==> src/rtl/movo_pkg.sv <==
// ============================================================================
// movo_pkg : word, frame and tick constants shared by the MOVO link blocks
// Rev 1.0
// ============================================================================
`default_nettype none

package movo_pkg;

    localparam int MOVO_WORD_W      = 16;
    localparam int MOVO_FRAME_TICKS = 32;
    localparam int MOVO_LOAD_TICK   = 31;
    localparam int MOVO_COMMIT_TICK = 15;

    typedef logic signed [MOVO_WORD_W-1:0] movo_word_t;
    typedef logic signed [MOVO_WORD_W:0]   movo_wide_t;

endpackage

`default_nettype wire

==> src/rtl/movo_slew_sat.sv <==
// ============================================================================
// movo_slew_sat : saturates a command into a target and slews value toward it
// Rev 1.0
// ============================================================================
`default_nettype none

module movo_slew_sat
    import movo_pkg::*;
#(
    parameter movo_word_t MAX_STEP  = 16'sd512,
    parameter movo_word_t POS_LIMIT = 16'sd30000,
    parameter movo_word_t NEG_LIMIT = -16'sd30000
) (
    input  logic                          pend_valid,
    input  logic signed [MOVO_WORD_W-1:0] cmd,
    input  logic signed [MOVO_WORD_W-1:0] target,
    input  logic signed [MOVO_WORD_W-1:0] value,
    output logic signed [MOVO_WORD_W-1:0] next_target,
    output logic signed [MOVO_WORD_W-1:0] next_value,
    output logic                          clip
);

    localparam movo_wide_t C_MAX_W = {1'b0, MAX_STEP};

    movo_word_t w_sat_cmd;
    movo_wide_t w_diff;
    movo_word_t w_step;

    always_comb begin
        w_sat_cmd = cmd;
        clip      = 1'b0;
        if (cmd > POS_LIMIT) begin
            w_sat_cmd = POS_LIMIT;
            clip      = 1'b1;
        end else if (cmd < NEG_LIMIT) begin
            w_sat_cmd = NEG_LIMIT;
            clip      = 1'b1;
        end

        next_target = pend_valid ? w_sat_cmd : target;

        // 17-bit difference: limits span more than a 16-bit signed range
        w_diff = {next_target[MOVO_WORD_W-1], next_target} - {value[MOVO_WORD_W-1], value};
        if (w_diff > C_MAX_W) begin
            w_step = MAX_STEP;
        end else if (w_diff < -C_MAX_W) begin
            w_step = -MAX_STEP;
        end else begin
            w_step = w_diff[MOVO_WORD_W-1:0];
        end

        next_value = value + w_step;
    end

endmodule

`default_nettype wire

==> src/rtl/movo_cmd_scheduler.sv <==
// ============================================================================
// movo_cmd_scheduler : command intake, mid-frame commit and bit-rate strobe
// Rev 1.0
// ============================================================================
`default_nettype none

module movo_cmd_scheduler
    import movo_pkg::*;
#(
    parameter int         CLK_DIV   = 50,
    parameter movo_word_t MAX_STEP  = 16'sd512,
    parameter movo_word_t POS_LIMIT = 16'sd30000,
    parameter movo_word_t NEG_LIMIT = -16'sd30000
) (
    input  logic                          clk,
    input  logic                          rst,
    input  logic                          run,
    input  logic                          cmd_valid,
    output logic                          cmd_ready,
    input  logic signed [MOVO_WORD_W-1:0] cmd_A,
    input  logic signed [MOVO_WORD_W-1:0] cmd_B,
    input  logic                          clear_flags,
    output logic                          enable_out,
    output logic signed [MOVO_WORD_W-1:0] value_A,
    output logic signed [MOVO_WORD_W-1:0] value_B,
    output logic                          frame_start,
    output logic                          sat_A,
    output logic                          sat_B,
    output logic                          underrun
);

    localparam int                C_TICK_W      = $clog2(MOVO_FRAME_TICKS);
    localparam logic [15:0]       C_DIV_LAST    = 16'(CLK_DIV - 1);
    localparam logic [C_TICK_W-1:0] C_COMMIT_TICK = C_TICK_W'(MOVO_COMMIT_TICK);
    localparam logic [C_TICK_W-1:0] C_LOAD_TICK   = C_TICK_W'(MOVO_LOAD_TICK);

    logic [15:0]         r_div_cnt;
    logic [C_TICK_W-1:0] r_tick_cnt;
    logic                r_pend_full;
    logic                r_ready;
    movo_word_t          r_pend_a, r_pend_b;
    movo_word_t          r_target_a, r_target_b;
    movo_word_t          r_value_a, r_value_b;
    logic                r_sat_a, r_sat_b;
    logic                r_underrun;

    logic                w_enable;
    logic                w_commit;
    logic                w_accept;
    logic                w_pend_full_nxt;
    movo_word_t          w_tgt_a, w_tgt_b;
    movo_word_t          w_val_a, w_val_b;
    logic                w_clip_a, w_clip_b;

    assign w_enable = run && (r_div_cnt == C_DIV_LAST);
    assign w_commit = w_enable && (r_tick_cnt == C_COMMIT_TICK);
    assign w_accept = cmd_valid && r_ready;

    // A commit only empties a full slot, and a full slot never accepts
    always_comb begin
        w_pend_full_nxt = r_pend_full;
        if (w_accept) begin
            w_pend_full_nxt = 1'b1;
        end else if (w_commit) begin
            w_pend_full_nxt = 1'b0;
        end
    end

    movo_slew_sat #(
        .MAX_STEP  (MAX_STEP),
        .POS_LIMIT (POS_LIMIT),
        .NEG_LIMIT (NEG_LIMIT)
    ) u_slew_a (
        .pend_valid  (r_pend_full),
        .cmd         (r_pend_a),
        .target      (r_target_a),
        .value       (r_value_a),
        .next_target (w_tgt_a),
        .next_value  (w_val_a),
        .clip        (w_clip_a)
    );

    movo_slew_sat #(
        .MAX_STEP  (MAX_STEP),
        .POS_LIMIT (POS_LIMIT),
        .NEG_LIMIT (NEG_LIMIT)
    ) u_slew_b (
        .pend_valid  (r_pend_full),
        .cmd         (r_pend_b),
        .target      (r_target_b),
        .value       (r_value_b),
        .next_target (w_tgt_b),
        .next_value  (w_val_b),
        .clip        (w_clip_b)
    );

    always_ff @(posedge clk or negedge rst) begin
        if (!rst) begin
            r_div_cnt   <= '0;
            r_tick_cnt  <= '0;
            r_pend_full <= 1'b0;
            r_ready     <= 1'b0;
            r_pend_a    <= '0;
            r_pend_b    <= '0;
            r_target_a  <= '0;
            r_target_b  <= '0;
            r_value_a   <= '0;
            r_value_b   <= '0;
            r_sat_a     <= 1'b0;
            r_sat_b     <= 1'b0;
            r_underrun  <= 1'b0;
        end else begin
            if (!run || w_enable) begin
                r_div_cnt <= '0;
            end else begin
                r_div_cnt <= r_div_cnt + 16'd1;
            end
            if (w_enable) begin
                r_tick_cnt <= r_tick_cnt + 1'b1;
            end

            if (w_accept) begin
                r_pend_a <= cmd_A;
                r_pend_b <= cmd_B;
            end
            r_pend_full <= w_pend_full_nxt;
            r_ready     <= !w_pend_full_nxt;

            if (w_commit) begin
                r_target_a <= w_tgt_a;
                r_target_b <= w_tgt_b;
                r_value_a  <= w_val_a;
                r_value_b  <= w_val_b;
                if (r_pend_full) begin
                    r_sat_a <= w_clip_a;
                    r_sat_b <= w_clip_b;
                end
            end

            if (w_commit && !r_pend_full) begin
                r_underrun <= 1'b1;
            end else if (clear_flags) begin
                r_underrun <= 1'b0;
            end
        end
    end

    assign cmd_ready   = r_ready;
    assign enable_out  = w_enable;
    assign frame_start = w_enable && (r_tick_cnt == C_LOAD_TICK);
    assign value_A     = r_value_a;
    assign value_B     = r_value_b;
    assign sat_A       = r_sat_a;
    assign sat_B       = r_sat_b;
    assign underrun    = r_underrun;

endmodule

`default_nettype wire

==> config.mk <==
export PLATFORM = sky130hd
export DESIGN_NAME = movo_cmd_scheduler
export DESIGN_NICKNAME = d
export VERILOG_FILES = /design/src/rtl/movo_pkg.sv /design/src/rtl/movo_slew_sat.sv /design/src/rtl/movo_cmd_scheduler.sv
export SDC_FILE = /design/constraint.sdc
export NUM_CORES = 1
export LEC_CHECK = 0
export CORE_MARGIN = 3
export CORE_UTILIZATION = 54
export CTS_BUF_LIST = sky130_fd_sc_hd__clkbuf_16
export DETAILED_ROUTE_END_ITERATION = 10
export PLACE_DENSITY = 0.8
export SETUP_SLACK_MARGIN = 0.1
export SLEW_MARGIN = 20
export SYNTH_ARGS = -nofsm -noshare
export SYNTH_HDL_FRONTEND = slang
export SYNTH_SLANG_ARGS = --single-unit
==> constraint.sdc <==
create_clock -name clk -period 7.2 [get_ports clk]
set_input_delay 1.44 -clock clk [delete_from_list [all_inputs] [get_ports clk]]
set_output_delay 1.44 -clock clk [all_outputs]
set_load 0.01 [all_outputs]
==> metrics.md <==
| Metric | Value |
|---|---|
| Tightest slew margin relative to the limit | `between 30% and 40%` |
| Number of endpoints with negative hold slack in the final report | `0` |
| Primary flip-flop cell chosen by synthesis mapping | `sky130_fd_sc_hd__dfrtp_1` |
| Worst-Skew Late Latency | `430 ps` |
| Total of max-cap violations | `0` |
| Most frequent standard cell in the layout excluding fill and tap cells | `sky130_fd_sc_hd__dfrtp_1` |
| Share of final-layout standard cells stronger than drive strength 1 | `between 10% and 20%` |
| Detail-routed via count per cell | `around 5.7` |
| TNS Setup | `0 ps` |
| Critical path peak fanout | `5` |
| Drt initial violations | `between 500 and 600` |
| Lkg Pwr | `roughly 4.7 nW` |
| Final standard cell count with taps included and fillers excluded | `1320` |
| Internal power of the cells | `~2.2 mW` |
| Post-route design area | `0.01057 mm2` |
| Total of flip-flops plus latches after synthesis | `~120` |
| Number of hold buffers added after CTS | `0` |
| Slowest cell on crit path | `sky130_fd_sc_hd__or4_4` |
| Drt drc | `0` |
| Required time of the critical path | `roughly 7500 ps` |
| Area overhead of the layout relative to synthesis | `21.61%` |
| Number of vias after detailed routing | `about 7600` |
| Synth Net Count | `~1100` |
| Path class of the lowest-slack min-delay path | `reg2reg` |
| Average cell area after synthesis | `~8.6 um2` |
| Count of synthesis-stage warnings from yosys | `0` |
| Total routing resource utilization after global routing | `about a quarter` |
| Clock Skews | `about 11 ps` |
| Maximum clock frequency | `about 140 MHz` |
| Clock root buffer | `sky130_fd_sc_hd__clkbuf_16` |
| Worst Path Arrival | `7280 ps` |
| Worst Max-Slew Pin Slew | `915.8 ps` |
| Crit path capture type | `flop` |
| Maximum root-to-sink buffer count | `2` |
| Sequential share of power | `between 20 and 25%` |
| Clock share of power | `22.7%` |
| Post-route minimum period | `approximately 7000 ps` |
| Period utilisation layout | `96.93%` |
| DIE AREA | `about 0.018 mm2` |
| Diodes inserted | `0` |
| Proportion of total power due to net switching | `between 40% and 50%` |
| Total number of clock tree sinks | `122` |
| Async S/R FF share, synth | `100.0%` |
| Number of placement rows | `45` |
| Clock slew at reported path FFs | `about 60 ps` |
| Gp weighted congestion | `0.8980` |
| Clock tree from TritonCTS | `done` |
| Final setup vio count | `0` |
| Standard cell area after detailed placement | `slightly below 0.01 mm2` |
| Result of the run | `completed` |
| Crit path launch type | `flop` |
| Placeable core region | `roughly 0.015 mm2` |
| Global-route wire length before repair | `34580 um` |
| Post-synthesis cell area | `0.008692 mm2` |
| P_sw | `approximately 1.6 mW` |
| WL/cell | `16.02 um` |
| Maximum resistive drop on vdd | `215.5 uV` |
| Number of pins with negative max-slew slack in the final report | `0` |
| Final wirelength | `about 21000 um` |
| EDFF count, synth | `0` |
| RSZ-0062 raised after global routing | `true` |
| Sequential fraction of the synthesis area | `between 30% and 40%` |
| Top routing layer in use | `met4` |
| Count of different cell masters after synthesis | `a little under 70` |
| Post-Place Cells | `about 1300` |
| Overall power consumption | `around 3.8 mW` |
| Antenna violations before repair | `0` |
| Input/output buffers | `74` |
| Leading cell types in the layout, fill and taps excluded | `122 x sky130_fd_sc_hd__dfrtp_1, 99 x sky130_fd_sc_hd__nor2_1, 96 x sky130_fd_sc_hd__nand2_1` |
| Maximum number of pins on one net before global-route repair | `70` |
| First-pass iteration count of the detailed router | `6` |
| Length of routed met2 wiring | `approximately 9400 um` |
| Via count of the first global-routing pass | `approximately 7000` |
| Total of fill cells in the finished design | `approximately 1200` |
| Cell count after synthesis | `about 1000` |
| Die height | `between 100 and 150 um` |
| Inserted Clock Buffers | `17` |
| Kind of critical path | `reg2reg` |
| Pwr per Cell Area | `about 360 mW/mm2` |
| GR Overflow Total | `0` |
| Nets@finish | `between 1000 and 1500` |
| Slowest Stage Delay on Critical Path | `540 ps` |
| Max H-tree Level | `4` |
| HPWL Detailed | `between 10000 and 15000 um` |
| Ports | `75` |
| Initial Utilization | `between 50% and 60%` |
| Detail Route Antenna Nets | `0` |
| Routed metal-1 wire length | `~10000 um` |
| Met3 routed WL | `between 1000 and 1500 um` |
| Width of the die | `132.9 um` |
| Logic gate share of total power | `55.5%` |
[kinds of logic after synthesis]
| kind of cell | after synthesis | synth area share [%] |
|---|---|---|
| and+or+nand+nor | 326 | 17.52 |
| xor gates and xnor gates | 51 | 5.139 |
| DFF | 122 | 35.12 |
| AOI/OAI and AO/OA | 291 | 21.39 |
| muxes | 43 | 5.456 |
| buffers and inverters | 98 | 4.232 |
| adders and majority gates | 75 | 11.14 |
[stage by stage]
stage                     hold slack [ps]  worst slack (ps)  utilization (%)
after floorplan                     438.1             318.8                -
after global placement              449.9             112.8            62.63
after detailed placement            463.0             34.14            62.63
after CTS                           467.3             116.4            66.61
after global routing                481.9            -84.18            68.27
final                               464.6             221.4            68.27
[area by class of cell]
class | count | area, um2 | share of cell area (%)
inverters | 71 | 266.5 | 2.521
repair buffers | 98 | 934.6 | 8.842
clock buffers | 17 | 425.4 | 4.025
flip-flops and latches | 122 | 3053 | 28.88
multi-input cells | 786 | 5453 | 51.59
clock inverters | 15 | 173.9 | 1.645
well taps | 211 | 264.0 | 2.498
[cell usage after synthesis (13+ instances only)]
| library cell | count | area (um2) |
|---|---|---|
| sky130_fd_sc_hd__xor2_1 | 21 | 183.9 |
| sky130_fd_sc_hd__xnor2_1 | 30 | 262.8 |
| sky130_fd_sc_hd__o21ai_0 | 88 | 440.4 |
| sky130_fd_sc_hd__a21o_1 | 16 | 120.1 |
| sky130_fd_sc_hd__or3_1 | 13 | 81.33 |
| sky130_fd_sc_hd__o21a_1 | 20 | 150.1 |
| sky130_fd_sc_hd__nand3_1 | 21 | 105.1 |
| sky130_fd_sc_hd__a21oi_1 | 77 | 385.4 |
| sky130_fd_sc_hd__nor3_1 | 20 | 100.1 |
| sky130_fd_sc_hd__mux2_2 | 35 | 394.1 |
| sky130_fd_sc_hd__ha_1 | 71 | 888.4 |
| sky130_fd_sc_hd__nand4_1 | 14 | 87.58 |
| sky130_fd_sc_hd__clkbuf_1 | 23 | 86.33 |
| sky130_fd_sc_hd__dfrtp_1 | 122 | 3053 |
| sky130_fd_sc_hd__inv_1 | 71 | 266.5 |
| sky130_fd_sc_hd__nor2_1 | 103 | 386.6 |
| sky130_fd_sc_hd__nand2_1 | 96 | 360.4 |
| sky130_fd_sc_hd__nor2b_1 | 15 | 93.84 |
[power by group through the flow]
stage          registers [mW]  clock network, mW  logic [mW]
2_1_floorplan           0.815                  0        1.52
3_3_place_gp            0.837                  0        1.91
3_5_place_dp            0.841                  0        1.93
4_1_cts                 0.830              0.884        1.96
5_1_grt                 0.846              0.919        2.35
6_report                0.837              0.872        2.13
[registers in the layout, indices dropped and copies added, names as in the netlist, 5 cells and up]
signal,flops
r_div_cnt,16
r_pend_a,16
r_pend_b,16
r_target_a,16
r_target_b,16
r_tick_cnt,5
value_A,16
value_B,16
[final timing paths]
check	start	end	slack, ps	cells past startpoint
min	r_tick_cnt[3]$_DFFE_PN0P_	r_tick_cnt[3]$_DFFE_PN0P_	460	1
max reg2reg	r_pend_b[0]$_DFFE_PN0P_	value_B[15]$_DFFE_PN0P_	220	28
max in group asynchronous	rst	value_A[2]$_DFFE_PN0P_	4800	2
min in group asynchronous	rst	r_div_cnt[0]$_DFF_PN0_	1150	1
max	r_pend_b[0]$_DFFE_PN0P_	value_B[15]$_DFFE_PN0P_	220	28
min reg2reg	r_tick_cnt[3]$_DFFE_PN0P_	r_tick_cnt[3]$_DFFE_PN0P_	460	1
[critical path: cells and delay by family (launching register included)]
| kind | cells | cell delay (ps) |
|---|---|---|
| compound gates | 16 | 3550 |
| simple gates | 6 | 1740 |
| fa+ha+maj | 2 | 530 |
| flops | 1 | 410 |
| xor+xnor | 2 | 300 |
| buf+inv | 1 | 170 |
| mux | 1 | 160 |
[metal layers]
layer / GRT usage, % / up-vias
met3: 4.753 / 27
met4: 6.813 / 0
li1: - / 3782
met5: 0 / -
met2: 35.67 / 199
met1: 35.12 / 3561
[timing repair]
action	4_1_cts	5_1_grt
gates resized for setup	5	48
setup buffers	0	10
endpoints found under the setup margin	5	14
pin swaps	1	22
No activity file was read; power rests on OpenSTA's default activity.
